`src/rtl/hazard_ctrl.sv`:
```
// hazard_ctrl: stall/flush controller for the 5-stage pipeline.
// Handles load-use bubbles, EX redirects and data-memory wait states,
// with a bounded wait counter, a sticky timeout flag and saturating
// performance counters.
module hazard_ctrl #(
  parameter int TIMEOUT = 16,
  parameter int CNT_W   = 16
) (
  input  logic             clk,
  input  logic             rst,
  input  logic [4:0]       id_rs1,
  input  logic [4:0]       id_rs2,
  input  logic             id_rs2_used,
  input  logic [4:0]       ex_rd,
  input  logic             ex_mem_read,
  input  logic [1:0]       ex_jump_t,
  input  logic             ex_branch_taken,
  input  logic             mem_req,
  input  logic             mem_ready,
  output logic             pc_we,
  output logic             pc_sel,
  output logic             if_id_we,
  output logic             if_id_flush,
  output logic             id_ex_we,
  output logic             id_ex_flush,
  output logic             ex_mem_we,
  output logic             mem_wb_bubble,
  output logic             busy,
  output logic             mem_timeout,
  output logic [CNT_W-1:0] stall_cnt,
  output logic [CNT_W-1:0] flush_cnt
);

  localparam int WCNT_W = $clog2(TIMEOUT + 1);
  localparam logic [WCNT_W-1:0] WCNT_LIMIT = WCNT_W'(TIMEOUT);

  typedef enum logic {
    RUN      = 1'b0,
    MEM_WAIT = 1'b1
  } state_t;

  state_t            state;
  state_t            state_next;
  logic [WCNT_W-1:0] wcnt;

  logic redirect;
  logic load_use;
  logic mem_wait;
  logic freeze;
  logic expire;
  logic do_redirect;

  // Hazard terms derived from the current inputs and the wait bookkeeping.
  always_comb begin
    redirect    = (ex_jump_t == 2'b01) || (ex_jump_t == 2'b10) || ex_branch_taken;
    load_use    = ex_mem_read && (ex_rd != 5'd0) &&
                  ((ex_rd == id_rs1) || (id_rs2_used && (ex_rd == id_rs2)));
    mem_wait    = mem_req && !mem_ready && !mem_timeout;
    freeze      = mem_wait && (wcnt < WCNT_LIMIT);
    expire      = mem_wait && (wcnt == WCNT_LIMIT);
    do_redirect = redirect && !freeze;
  end

  // Prioritised control decode: freeze, then redirect, then load-use bubble.
  always_comb begin
    pc_we         = 1'b1;
    pc_sel        = 1'b0;
    if_id_we      = 1'b1;
    if_id_flush   = 1'b0;
    id_ex_we      = 1'b1;
    id_ex_flush   = 1'b0;
    ex_mem_we     = 1'b1;
    mem_wb_bubble = 1'b0;
    state_next    = state;
    if (freeze) begin
      pc_we         = 1'b0;
      if_id_we      = 1'b0;
      id_ex_we      = 1'b0;
      ex_mem_we     = 1'b0;
      mem_wb_bubble = 1'b1;
    end else if (redirect) begin
      pc_sel      = 1'b1;
      if_id_flush = 1'b1;
      id_ex_flush = 1'b1;
    end else if (load_use) begin
      pc_we       = 1'b0;
      if_id_we    = 1'b0;
      id_ex_flush = 1'b1;
    end
    case (state)
      RUN:      if (freeze)  state_next = MEM_WAIT;
      MEM_WAIT: if (!freeze) state_next = RUN;
      default:  state_next = RUN;
    endcase
    busy = (state == MEM_WAIT);
  end

  // FSM state register.
  always_ff @(posedge clk) begin
    if (rst) state <= RUN;
    else     state <= state_next;
  end

  // Consecutive-freeze counter and sticky timeout flag; an expired wait
  // latches the flag so later waits are ignored until reset.
  always_ff @(posedge clk) begin
    if (rst) begin
      wcnt        <= '0;
      mem_timeout <= 1'b0;
    end else begin
      wcnt <= freeze ? (wcnt + WCNT_W'(1)) : '0;
      if (expire) mem_timeout <= 1'b1;
    end
  end

  // Saturating stall and redirect counters.
  always_ff @(posedge clk) begin
    if (rst) begin
      stall_cnt <= '0;
      flush_cnt <= '0;
    end else begin
      if (!pc_we && (stall_cnt != {CNT_W{1'b1}}))
        stall_cnt <= stall_cnt + CNT_W'(1);
      if (do_redirect && (flush_cnt != {CNT_W{1'b1}}))
        flush_cnt <= flush_cnt + CNT_W'(1);
    end
  end

endmodule

```
`config.mk`:
```
export PLATFORM = sky130hd
export DESIGN_NAME = hazard_ctrl
export DESIGN_NICKNAME = d
export VERILOG_FILES = /design/src/rtl/hazard_ctrl.sv
export SDC_FILE = /design/constraint.sdc
export NUM_CORES = 1
export LEC_CHECK = 0
export ABC_AREA = 0
export BUFFER_PORTS_ARGS = -buffer_cell sky130_fd_sc_hd__buf_4
export CORE_UTILIZATION = 40
export CTS_CLUSTER_DIAMETER = 120
export CTS_CLUSTER_SIZE = 40
export DETAILED_ROUTE_END_ITERATION = 10
export GPL_TIMING_DRIVEN = 1
export PLACE_DENSITY = 0.72
export SYNTH_ARGS = -nofsm -noshare
export SYNTH_HDL_FRONTEND = slang
export SYNTH_SLANG_ARGS = --single-unit
export TNS_END_PERCENT = 30
```
`constraint.sdc`:
```
create_clock -name clk -period 2.7 [get_ports clk]
set_clock_uncertainty 0.05 [all_clocks]
set_input_delay 0.135 -clock clk [delete_from_list [all_inputs] [get_ports clk]]
set_output_delay 0.135 -clock clk [all_outputs]
set_load 0.01 [all_outputs]
```
==> reports/summary.txt <==
Comb pwr share - 11.7%
Max Clk Rate - 0.481 GHz
Register area share after synthesis - 38.4%
Critical Path Sink Type - flop
RePlAce Congestion - 0.767
Max-cap viol count - 0
Final TNS setup - 0 ns
Required time worst endpoint - 2.88 ns
Clock Latency Late Sink - 0.29 ns
Post-synthesis cell count - 240
Final hold vios - 0
DP Wirelength - 3270 µm
CTS resizes - 0
Drt via density - 5.10
DRC Markers - 0
Postcts setup bufs - 0
Tcrit/Tclk final - 77.0%
I/O pin cnt - 66
Most frequent cell after synthesis - dfxtp_1
DRT Pass-1 Iters - 4
Syn_nets - 268
Num CTS Buffers - 5
Switch Pwr - 0.000276 W
Power Dens Cells - 454 nW/µm²
Critical path arrival - 2.26 ns
Yosys warns - 0
GR Overflow Total - 0
Yosys cell types - 44
GRT Util Overall - 17.5%
Synth cell count leaders - 39 x dfxtp_1, 24 x nor2_1, 21 x nand3_1
Reg clk slew, reported paths - 0.07 ns
Core Util, Final - 54.9%
Clk sinks - 39
Sequential power share - 49.4%
Initial DRC count - 91
Initial Util - 42.2%
H-tree Lvls - 2
Netlist Area Pre-Place - 2030 µm²
Layout net count - 331
Routed WL - 4490 µm
Hold Path Class - input port to flop
Leak pwr - 1.04 nW
Initial antenna violation count - 0
Number of setup violations in the final report - 0
Critical Path Fanout Max - 28
Startpoint types - flop
Max VDD drop - 0.382 mV
Unrepaired setup endpoints after global routing - no
CTS tree - built
Routed WL per cell - 12.1 µm
P_int - 0.000924 W
Final Max Tran Viols - 0
Ys flop type - dfxtp_1
Clock Path Buffers - 2
Clk root buf - clkbuf_8
Routed Antenna Nets - 0
Post-synth ARST share - 0%
CP Class - flop to flop
First-pass GRT wire length - 7310 µm
Area added between synthesis and finish - 30.0%
Total die area - 5380 µm²
Slew headroom - 59.6%
Avg Cell Area, Syn - 8.48 µm²
Leading area contributor after synthesis - dfxtp_1
Slew @ Worst Pin - 0.605 ns
# port buffers - 65
Core Rows - 25
EDFF count, synth - 0
Chip height - 73.3 µm
Sw Share - 23.0%
Outcome - completed
Final min period - 2.08 ns
Vias in the first global route - 1683
Core area - 4820 µm²
Synth area leaders - dfxtp_1 38%, xnor2_1 6.5%, or3_1 5.2%, nand3_1 5.2%, a21oi_1 4.9%
Synth Register Bits - 39
Post-synth top area share - 38.4%
Largest net degree at the start of global routing - 35
Clock Power Share - 38.9%
Share of cells above drive strength 1 - 28.4%
Hold_buf cts - 0
Routed vias - 1887
Antenna cell count - 0
Die Wd - 73.3 µm
==> cell type report <==
cell class                 instances  area, µm²
multi-input combinational        183       1160
clock buffer                       6       72.6
sequential                        39        781
clock inverter                     1       30.0
fill                             477       2170
timing repair buffer              65        488
tap                               67       83.8
inverter                           9       33.8
==> worst paths after layout <==
| check | startpoint | to | slack [ns] | depth (start not counted) |
|---|---|---|---|---|
| max | stall_cnt[0] | stall_cnt[5] | 0.62 | 6 |
| min | rst | flush_cnt[15] | 0.17 | 2 |
| min reg2reg | wcnt[0] | wcnt[0] | 0.42 | 1 |
| max reg2reg | stall_cnt[0] | stall_cnt[5] | 0.62 | 6 |
==> power groups by stage <==
| stage | combinational (W) | sequential, W | clock [W] |
|---|---|---|---|
| after floorplan | 0.0000785 | 0.000608 | 0 |
| after global placement | 0.000139 | 0.000605 | 0 |
| after detailed placement | 0.000142 | 0.000606 | 0 |
| after CTS | 0.000142 | 0.000593 | 0.000479 |
| after global routing | 0.000154 | 0.000595 | 0.000505 |
| final | 0.000140 | 0.000593 | 0.000467 |
==> flip-flops by register name, indices dropped and copies added (netlist names) <==
register and cells:
flush_cnt 16, stall_cnt 16, busy 1, wcnt 5, mem_timeout 1
==> cell families (layout without fill, tap and decap cells) <==
group / Yosys count / in the layout / share of synthesized area, %
adders and majority gates: 4 / 4 / 2.46
AOI/OAI and AO/OA: 48 / 48 / 15.6
muxes: 1 / 1 / 0.492
xor gates and xnor gates: 26 / 26 / 11.6
buffers and inverters: 18 / 81 / 4.80
and+or+nand+nor: 104 / 104 / 26.7
DFF: 39 / 39 / 38.4
==> cell usage in the layout (no fill, tap or decap), types with 2 or more instances in the layout <==
cell type / netlist / routed
nand4_1: 6 / 6
buf_4: 3 / 65
nand2_2: 2 / 2
and2_1: 2 / 2
clkbuf_8: 0 / 5
nor2_1: 24 / 24
nand3_1: 21 / 21
or3_1: 17 / 17
o21ai_1: 8 / 8
dfxtp_1: 39 / 39
o21ai_0: 7 / 7
ha_1: 4 / 4
xnor2_1: 15 / 15
xor2_1: 10 / 10
nand2_1: 16 / 16
a211oi_2: 2 / 2
inv_1: 8 / 8
and3_1: 7 / 7
a21oi_1: 20 / 20
==> worst max-delay path: stages, from the launching register on <==
cell and delay, ns:
dfxtp_1 0.36, ha_1 0.27, and4_4 0.22, a211oi_2 0.26, a21oi_4 0.21, or4_1 0.50, a21oi_1 0.14
==> layer usage <==
metal | vias to the layer above | global-route usage (%) | routed length, µm | share of wire [%]
met4 | 0 | 7.91 | 78 | 1.7
met5 | - | 0 | 0 | 0
li1 | 970 | - | - | -
met3 | 7 | 3.70 | 201 | 4.5
met1 | 865 | 22.0 | 2060 | 46
met2 | 45 | 28.6 | 2140 | 48
==> per-stage QoR <==
stage | power, W | hold slack (ns) | area [µm²] | cells | setup WS (ns)
after floorplan | 0.000687 | 0.354 | 2030 | 240 | 0.809
after global placement | 0.000745 | 0.397 | 2540 | 363 | 0.676
after detailed placement | 0.000748 | 0.416 | 2540 | 363 | 0.644
after CTS | 0.00121 | 0.179 | 2650 | 370 | 0.628
after global routing | 0.00125 | 0.199 | 2650 | 370 | 0.408
final | 0.00120 | 0.175 | 2650 | 370 | 0.622
No activity file was read; power rests on OpenSTA's default activity.
